File: config.mk
export PLATFORM = sky130hd
export DESIGN_NAME = dp_sequencer
export DESIGN_NICKNAME = d
export VERILOG_FILES = /design/src/rtl/arm_dp_pkg.sv /design/src/rtl/cond_check.sv /design/src/rtl/dp_sequencer.sv
export SDC_FILE = /design/constraint.sdc
export NUM_CORES = 1
export LEC_CHECK = 0
export ABC_AREA = 1
export BUFFER_PORTS_ARGS = -buffer_cell sky130_fd_sc_hd__buf_2
export CORE_MARGIN = 1.5
export CORE_UTILIZATION = 45
export CTS_BUF_LIST = sky130_fd_sc_hd__clkbuf_2
export CTS_CLUSTER_DIAMETER = 200
export CTS_CLUSTER_SIZE = 8
export DETAILED_ROUTE_END_ITERATION = 8
export PLACE_DENSITY = 0.77
export SKIP_CTS_REPAIR_TIMING = 1
export SYNTH_ARGS = -nofsm -noshare
export SYNTH_HDL_FRONTEND = slang
export SYNTH_SLANG_ARGS = --single-unit
File: constraint.sdc
create_clock -name clk_i -period 2.1 [get_ports clk_i]
set_input_delay 0.105 -clock clk_i [delete_from_list [all_inputs] [get_ports clk_i]]
set_output_delay 0.105 -clock clk_i [all_outputs]
set_load 0.005 [all_outputs]
File: src/rtl/arm_dp_pkg.sv
// Shared constants for the ARM data-processing sequencer: opcodes, condition codes, NZCV bit
// positions and sequencer state encoding. Optional feature macro: DP_SEQ_COND_EXEC_EN.
package arm_dp_pkg;

   localparam int ARM_REG_ADDR_W = 5;
   localparam int ARM_OP_W       = 4;

   localparam logic [3:0] OP_AND = 4'h0, OP_EOR = 4'h1, OP_SUB = 4'h2, OP_RSB = 4'h3,
                          OP_ADD = 4'h4, OP_ADC = 4'h5, OP_SBC = 4'h6, OP_RSC = 4'h7,
                          OP_TST = 4'h8, OP_TEQ = 4'h9, OP_CMP = 4'hA, OP_CMN = 4'hB,
                          OP_ORR = 4'hC, OP_MOV = 4'hD, OP_BIC = 4'hE, OP_MVN = 4'hF;

   localparam logic [3:0] COND_EQ = 4'h0, COND_NE = 4'h1, COND_CS = 4'h2, COND_CC = 4'h3,
                          COND_MI = 4'h4, COND_PL = 4'h5, COND_VS = 4'h6, COND_VC = 4'h7,
                          COND_HI = 4'h8, COND_LS = 4'h9, COND_GE = 4'hA, COND_LT = 4'hB,
                          COND_GT = 4'hC, COND_LE = 4'hD, COND_AL = 4'hE, COND_NV = 4'hF;

   localparam int NZCV_N = 3;
   localparam int NZCV_Z = 2;
   localparam int NZCV_C = 1;
   localparam int NZCV_V = 0;

`ifdef DP_SEQ_COND_EXEC_EN
   localparam int ST_W = 3;
`else
   localparam int ST_W = 2;
`endif

   localparam logic [ST_W-1:0] ST_IDLE   = ST_W'(0);
   localparam logic [ST_W-1:0] ST_DECODE = ST_W'(1);
   localparam logic [ST_W-1:0] ST_EXEC   = ST_W'(2);
   localparam logic [ST_W-1:0] ST_WB     = ST_W'(3);
`ifdef DP_SEQ_COND_EXEC_EN
   localparam logic [ST_W-1:0] ST_SKIP   = ST_W'(4);
`endif

   // TST/TEQ/CMP/CMN: always update flags, never write a register
   function automatic logic is_test_op(input logic [3:0] op);
      return (op[3:2] == 2'b10);
   endfunction

endpackage

File: src/rtl/cond_check.sv
// Combinational ARM condition-field evaluator against the current NZCV flags.
module cond_check
   import arm_dp_pkg::*;
(
   input  logic [3:0] cond_i,
   input  logic [3:0] nzcv_i,
   output logic       pass_o
);

   logic n, z, c, v;

   assign n = nzcv_i[NZCV_N];
   assign z = nzcv_i[NZCV_Z];
   assign c = nzcv_i[NZCV_C];
   assign v = nzcv_i[NZCV_V];

   always_comb begin
      pass_o = 1'b0;
      case (cond_i)
         COND_EQ: pass_o = z;
         COND_NE: pass_o = !z;
         COND_CS: pass_o = c;
         COND_CC: pass_o = !c;
         COND_MI: pass_o = n;
         COND_PL: pass_o = !n;
         COND_VS: pass_o = v;
         COND_VC: pass_o = !v;
         COND_HI: pass_o = c && !z;
         COND_LS: pass_o = !c || z;
         COND_GE: pass_o = (n == v);
         COND_LT: pass_o = (n != v);
         COND_GT: pass_o = !z && (n == v);
         COND_LE: pass_o = z || (n != v);
         COND_AL: pass_o = 1'b1;
         default: pass_o = 1'b0;
      endcase
   end

endmodule

File: src/rtl/dp_sequencer.sv
// Sequences one ARM data-processing command through DECODE/EXEC/WB and owns the NZCV register.
// Optional feature macro: DP_SEQ_COND_EXEC_EN (conditional execution with SKIP state).
//
// state  | meaning
// IDLE   | cmd_ready high, waiting for a command
// DECODE | operands addressed, condition evaluated
// EXEC   | ALU settling, flags captured on exit
// WB     | register write (unless compare/test op), done pulse
// SKIP   | condition failed, done + skipped, no write
module dp_sequencer
   import arm_dp_pkg::*;
#(
   parameter int REG_ADDR_W = ARM_REG_ADDR_W,
   parameter int OP_W       = ARM_OP_W
) (
   input  logic                  clk_i,
   input  logic                  rst_n_i,
   input  logic                  cmd_valid_i,
   output logic                  cmd_ready_o,
   input  logic [OP_W-1:0]       cmd_opcode_i,
   input  logic [REG_ADDR_W-1:0] cmd_rn_i,
   input  logic [REG_ADDR_W-1:0] cmd_rm_i,
   input  logic [REG_ADDR_W-1:0] cmd_rd_i,
   input  logic                  cmd_set_flags_i,
   input  logic [3:0]            cmd_cond_i,
   output logic [REG_ADDR_W-1:0] read_reg_num1_o,
   output logic [REG_ADDR_W-1:0] read_reg_num2_o,
   output logic [REG_ADDR_W-1:0] write_reg_o,
   output logic [OP_W-1:0]       alu_control_o,
   output logic                  regwrite_o,
   input  logic                  zero_flag_i,
   input  logic                  carry_flag_i,
   input  logic                  overflow_flag_i,
   input  logic                  negative_flag_i,
   output logic [3:0]            nzcv_o,
   output logic                  done_o,
   output logic                  skipped_o,
   output logic                  busy_o
);

   logic [ST_W-1:0]       state_q, state_d;
   logic [OP_W-1:0]       op_q;
   logic [REG_ADDR_W-1:0] rn_q, rm_q, rd_q;
   logic                  set_flags_q;
   logic [3:0]            nzcv_q;
   logic                  accept;
   logic                  flag_update;

   assign accept      = cmd_valid_i && (state_q == ST_IDLE);
   assign flag_update = (state_q == ST_EXEC) && (set_flags_q || is_test_op(op_q[3:0]));

`ifdef DP_SEQ_COND_EXEC_EN
   logic [3:0] cond_q;
   logic       cond_pass;

   cond_check u_cond_check (
      .cond_i (cond_q),
      .nzcv_i (nzcv_q),
      .pass_o (cond_pass)
   );

   always_ff @(posedge clk_i or negedge rst_n_i) begin
      if (!rst_n_i)    cond_q <= 4'h0;
      else if (accept) cond_q <= cmd_cond_i;
   end

   assign skipped_o = (state_q == ST_SKIP);
`else
   logic unused_cond;
   assign unused_cond = ^cmd_cond_i;
   assign skipped_o   = 1'b0;
`endif

   always_comb begin
      state_d = state_q;
      case (state_q)
         ST_IDLE:   if (cmd_valid_i) state_d = ST_DECODE;
`ifdef DP_SEQ_COND_EXEC_EN
         ST_DECODE: state_d = cond_pass ? ST_EXEC : ST_SKIP;
         ST_SKIP:   state_d = ST_IDLE;
`else
         ST_DECODE: state_d = ST_EXEC;
`endif
         ST_EXEC:   state_d = ST_WB;
         ST_WB:     state_d = ST_IDLE;
         default:   state_d = ST_IDLE;
      endcase
   end

   always_ff @(posedge clk_i or negedge rst_n_i) begin
      if (!rst_n_i) begin
         state_q     <= ST_IDLE;
         op_q        <= '0;
         rn_q        <= '0;
         rm_q        <= '0;
         rd_q        <= '0;
         set_flags_q <= 1'b0;
         nzcv_q      <= 4'b0000;
      end else begin
         state_q <= state_d;
         if (accept) begin
            op_q        <= cmd_opcode_i;
            rn_q        <= cmd_rn_i;
            rm_q        <= cmd_rm_i;
            rd_q        <= cmd_rd_i;
            set_flags_q <= cmd_set_flags_i;
         end
         if (flag_update)
            nzcv_q <= {negative_flag_i, zero_flag_i, carry_flag_i, overflow_flag_i};
      end
   end

   // Control outputs come straight from the latched command so they hold through IDLE
   assign read_reg_num1_o = rn_q;
   assign read_reg_num2_o = rm_q;
   assign write_reg_o     = rd_q;
   assign alu_control_o   = op_q;
   assign regwrite_o      = (state_q == ST_WB) && !is_test_op(op_q[3:0]);
   assign nzcv_o          = nzcv_q;
   assign cmd_ready_o     = (state_q == ST_IDLE);
   assign busy_o          = (state_q != ST_IDLE);
`ifdef DP_SEQ_COND_EXEC_EN
   assign done_o          = (state_q == ST_WB) || (state_q == ST_SKIP);
`else
   assign done_o          = (state_q == ST_WB);
`endif

endmodule

==> metrics.txt, run 1 <==
outcome complete, no violations; Starting Density 49.1%; clock latency at the later pin of the worst-skew pair around 340 ps; Min Hold Slack roughly 150 ps; register bit total from synthesis 26; top post-synthesis cells by count nand2_1 (48), dfrtp_1 (26), nand3_1 (22); setup slack at placement roughly 500 ps; post-synth top area cell dfrtp_1; crit share post-route 77.2%; Placed Cells around 200; number of routed nets with antenna violations 0; Clock Tree Buf Depth 2; TNS Setup 0 ps; Max Fclk approximately 0.62 GHz; CTS tree yes; row count 17; Final Setup Violations 0; Final HPWL DP about 1.7 mm; via count approximately 1.1k; Post-route DRC 0; drt pass-1 iters 4; initial antenna violation count 0; Top FF cell, synth dfrtp_1; Vias/cell about 4.8; Worst Tran Pin Value roughly 750 ps; post-synthesis cell count 124; CTS sink cnt 26; worst setup path category reg -> reg; Port Buffers 53; CP max FO 22; DR WL/cell 12.0 um; vias in the first global route between 900 and 1k; Clock Pin Slew Worst Setup and Hold Paths about 230 ps; largest net degree at the start of global routing 27; sequential share of the synthesized area between 50% and 60%; diode count 0; maximum VDD drop between 0.7 and 0.8 mV; critical path arrival about 1900 ps; top cell type's share of synthesized area slightly below 60%; drt total wl around 2.7 mm; Leak approximately 0.94 nW; Setup WS post-layout 479 ps; width of the chip ~53 um; post-synth cell types 14; Cell Area, Synth between 0.001 and 0.0015 mm2; Critical Path RT approximately 2300 ps; first-pass GRT wire length about 4.0 mm; startpoint type of the worst setup path register; P&R area growth vs syn 46.6%; placer's final routability congestion estimate roughly 0.68; fin cells ~230; H-tree Lvls 1; Fin. Hold Viols 0; # Max-Cap Violations 0; layout cell share with drive strength beyond 1 30.5%; Die Y 53.1 um; largest cells by area after synthesis dfrtp_1 (58%), nand2_1 (16%), nand3_1 (9.8%), ha_1 (4.4%), buf_4 (2.7%); nature of the critical path endpoint register; Core Box Area 0.00230 mm2; Post-Synthesis Net Count between 150 and 200; overall die area between 0.002 and 0.003 mm2; IO Pins 59; Slew Viols, Final 0; most frequent cell after synthesis nand2_1; Slew HR 50.0%; min Tclk post-route between 1500 and 2000 ps; Hold WC Path Type in -> reg; syn_area_per_cell 9.10 um2; DRT iter0 DRCs 7; GRT Residual Overflow 0; RSZ-0062 raised after global routing no; CTS Buf Count 3; Post-synth EDFFs 0; ys async rst share 100%; CTS Root Cell clkbuf_2; Clock Skew 5.79 ps; GRT Overall Usage 19.5%; Yosys warning total 0; final net count roughly 240; power per cell area approximately 1200 mW/mm2
[through the flow]
step           power [mW]  utilization [%]  cell area, um2
6_report             1.94             72.0            1650
2_1_floorplan        1.38                -            1130
5_1_grt              2.13             72.0            1650
3_5_place_dp         1.74             60.3            1390
3_3_place_gp         1.69             60.3            1390
4_1_cts              1.92             61.1            1400
[path summary, 6_finish.rpt]
| kind | endpoint | cells after the start | slack (ps) | from |
|---|---|---|---|---|
| worst min-delay path | read_reg_num2_o[3]$_DFFE_PN0P_ | 3 | 150 | cmd_valid_i |
| worst max register to register | alu_control_o[2]$_DFFE_PN0P_ | 5 | 480 | state_q[0]$_DFFE_PN0P_ |
| worst min register to register | nzcv_o[1]$_DFFE_PN0P_ | 2 | 500 | nzcv_o[1]$_DFFE_PN0P_ |
| worst max-delay path | alu_control_o[2]$_DFFE_PN0P_ | 5 | 480 | state_q[0]$_DFFE_PN0P_ |
| max in group asynchronous | state_q[0]$_DFFE_PN0P_ | 2 | 1490 | rst_n_i |
| min in group asynchronous | read_reg_num2_o[3]$_DFFE_PN0P_ | 2 | 240 | rst_n_i |
[layer usage]
metal / GRT usage (%) / routed length [um] / vias up
met4: 8.97 / 33 / 0
met3: 2.82 / 125 / 4
met5: 0 / 0 / -
met2: 34.0 / 1450 / 35
li1: - / - / 541
met1: 23.5 / 1130 / 504
[area by class of cell]
| type | count | area, um2 |
|---|---|---|
| Clock buffer | 3 | 15.0 |
| Clock inverter | 1 | 3.75 |
| Fill cell | 196 | 643 |
| Inverter | 6 | 22.5 |
| Multi-Input combinational cell | 85 | 404 |
| Sequential cell | 26 | 651 |
| Tap cell | 28 | 35.0 |
| Timing Repair Buffer | 79 | 523 |
[state kept, by name, indices dropped and copies added, names as in the netlist]
signal	count
read_reg_num2_o	5
read_reg_num1_o	5
state_q	2
write_reg_o	5
nzcv_o	4
set_flags_q	1
alu_control_o	4
[layout by cell type, fill, tap and decap left out, types with 3 or more instances in the layout]
master / n
buf_2: 53
clkbuf_2: 3
dfrtp_1: 26
dlygate4sd3_1: 25
ha_1: 4
inv_1: 6
nand2_1: 48
nand3_1: 22
o21ai_1: 3
[where the power goes]
group | leakage (nW) | switching [mW] | internal [mW] | total (mW)
Clock | 0.0140 | 0.143 | 0.0414 | 0.184
Combinational | 0.609 | 0.496 | 0.399 | 0.895
Sequential | 0.319 | 0.124 | 0.737 | 0.861
[critical path, cell delays in order, from the launching register on]
cell	delay, ps
dfrtp_1	430
inv_1	130
ha_1	180
nand2_1	440
nor2_1	290
a21oi_2	40
[cell families after synthesis]
family                     synth area share [%]
AOI/OAI and AO/OA                          3.55
adders and majority gates                  4.43
buffers and inverters                      6.54
DFF                                        57.6
other                                     0.332
and+or+nand+nor                            27.5
Note: power is estimated with default switching activity, not from simulation.
==> inputs of run 2 (changes only) <==
--- a/config.mk
+++ b/config.mk
@@ -8,12 +8,12 @@
 export ABC_AREA = 1
 export BUFFER_PORTS_ARGS = -buffer_cell sky130_fd_sc_hd__buf_2
 export CORE_MARGIN = 1.5
-export CORE_UTILIZATION = 45
+export CORE_UTILIZATION = 41
 export CTS_BUF_LIST = sky130_fd_sc_hd__clkbuf_2
 export CTS_CLUSTER_DIAMETER = 200
 export CTS_CLUSTER_SIZE = 8
 export DETAILED_ROUTE_END_ITERATION = 8
-export PLACE_DENSITY = 0.77
+export PLACE_DENSITY = 0.74
 export SKIP_CTS_REPAIR_TIMING = 1
 export SYNTH_ARGS = -nofsm -noshare
 export SYNTH_HDL_FRONTEND = slang
==> constraint.sdc (replaced) <==
create_clock -name clk_i -period 1.4 [get_ports clk_i]
set_input_delay 0.07 -clock clk_i [delete_from_list [all_inputs] [get_ports clk_i]]
set_output_delay 0.07 -clock clk_i [all_outputs]
set_load 0.005 [all_outputs]
==> metrics.txt, run 2 (synthesis gave the netlist of run 1 again) <==
Clock Skew 5.83 ps (+0.0407 ps); drt total wl 3.35 mm (+22%); DR WL/cell 13.7 um (+14%); clock latency at the later pin of the worst-skew pair 350 ps (about the same); CTS tree yes; final net count 252 (+6.8%); TNS Setup -52.6 ps (-52.6 ps); Final HPWL DP 1.84 mm (+5.6%); Comb pwr share 55.1% (+9.0 points); crit share post-route 102%; power per cell area 1930 mW/mm2 (+64%); outcome finished, violations left; Clock Pin Slew Worst Setup and Hold Paths 230 ps (about the same); maximum VDD drop 1.27 mV (+71%); clock network fraction of total power 7.7% (-1.8 points); Setup WS post-layout -31.4 ps (-511 ps); FF/Latch Area 651 um2 (unchanged); largest net degree at the start of global routing 27 (unchanged); Fill cells 187 (-4.6%); Die Y 55.5 um (+4.5%); sequential share of power 37.2% (-7.2 points); Placed Cells 204 (+2.5%); Max Fclk about 0.7 GHz; post-route cell area 0.00183 mm2 (+11%); internal power 2.18 mW (+85%); sw frac 38.3% (-1.0 points); Crit path largest cell delay 460 ps (+20 ps); row count 18 (+1); Slew HR 62.1% (+12 points); Starting Density 44.3% (-4.8 points); fin cells 245 (+7.5%); width of the chip 55.5 um (+4.5%); Clock Tree Buf Depth 2 (unchanged); Hold WC Path Type in -> reg; startpoint type of the worst setup path register; failing checks setup timing; overall die area 0.00308 mm2 (+9.2%); Port Buffers 53 (unchanged); # Max-Cap Violations 0 (unchanged); most frequent cells in the layout buf_2 (51), nand2_1 (48), dfrtp_1 (26); worst setup path category reg -> out; critical path arrival 1360 ps (-500 ps); Vias/cell 4.89 (+2.8%); Leak 1.03 nW (+9.1%); Fin. Hold Viols 0 (unchanged); CP max FO 2 (-91%); multi-input logic area 433 um2 (+7.1%); Critical Path RT 1330 ps (-1010 ps); Slew Viols, Final 0 (unchanged); IO Pins 59 (unchanged); placer's final routability congestion estimate 0.752 (+11%); number of routed nets with antenna violations 0 (unchanged); initial antenna violation count 0 (unchanged); CTS Root Cell clkbuf_2; via count 1197 (+10%); diode count 0 (unchanged); CP Cell Sequence buf_6 -> ha_4 -> a21boi_2 -> buf_2; GRT Residual Overflow 0 (unchanged); CTS Buf Count 3 (unchanged); Core Box Area 0.00254 mm2 (+11%); H-tree Lvls 1 (unchanged); placed cell area 0.00141 mm2 (+1.8%); sw power 1.35 mW (+78%); first-pass GRT wire length 4.10 mm (+3.3%); DRT iter0 DRCs 37 (+30); GRT Overall Usage 16.8% (-2.7 points); Post-route DRC 0 (unchanged); CTS sink cnt 26 (unchanged); Final Setup Violations 2 (+2); min Tclk post-route about 1400 ps; RSZ-0062 raised after global routing yes; P&R area growth vs syn 62.4%; slowest stage cell on the critical path dfrtp_1; Final Total Pwr 3.53 mW (+82%); vias in the first global route 932 (-3.6%); nature of the critical path endpoint output port; layout cell share with drive strength beyond 1 38.6% (+8.1 points); most common cell after layout, fill and taps aside buf_2; drt pass-1 iters 4 (unchanged); fin util 72.0% (about the same); Worst Tran Pin Value 568 ps (-180 ps)
run 2: area by class of cell:
class,count,area share (%)
clock buffer,3,0.819
inverter,6,1.23
multi-input combinational,85,23.6
sequential,26,35.5
tap,30,2.05
timing repair buffer,95,36.8
run 2: path summary, 6_finish.rpt:
path | from | endpoint | slack (ps) | cells past startpoint
setup / recovery | state_q[1]$_DFFE_PN0P_ | regwrite_o | -30 | 4
hold / removal | cmd_valid_i | read_reg_num2_o[3]$_DFFE_PN0P_ | 100 | 3
setup reg to reg | state_q[0]$_DFFE_PN0P_ | alu_control_o[1]$_DFFE_PN0P_ | 30 | 7
hold reg to reg | alu_control_o[0]$_DFFE_PN0P_ | alu_control_o[0]$_DFFE_PN0P_ | 500 | 2
max in group asynchronous | rst_n_i | alu_control_o[0]$_DFFE_PN0P_ | 810 | 2
min in group asynchronous | rst_n_i | write_reg_o[4]$_DFFE_PN0P_ | 220 | 2
run 2: metrics by stage:
step	setup slack (ps)	hold slack [ps]
after detailed placement	161	94.3
after global placement	206	85.3
after floorplan	242	-226
final	-31.4	99.8
after global routing	-76.8	127
after CTS	-137	-314
run 2: worst max-delay path, delay by kind of cell, from the launching register on:
family,cells,cell delay (ps)
buffers and inverters,2,270
flip-flops,1,460
AO/OA/AOI/OAI,1,140
adder cells (fa/ha/maj),1,150
run 2: layer usage:
layer  vias to the layer above  GRT usage (%)  wire (um)
li1                        571              -          -
met1                       564           19.7       1270
met2                        53           29.8       1820
met3                         9           2.81        185
met4                         0           7.32         68
met5                         -              0          0
run 2: power by group through the flow:
stage	logic [mW]	clock network [mW]	registers (mW)
final	1.95	0.272	1.32
after global routing	2.15	0.291	1.37
after CTS	1.35	0.272	1.30
after detailed placement	1.36	0	1.31
after global placement	1.29	0	1.29
after floorplan	0.734	0	1.33
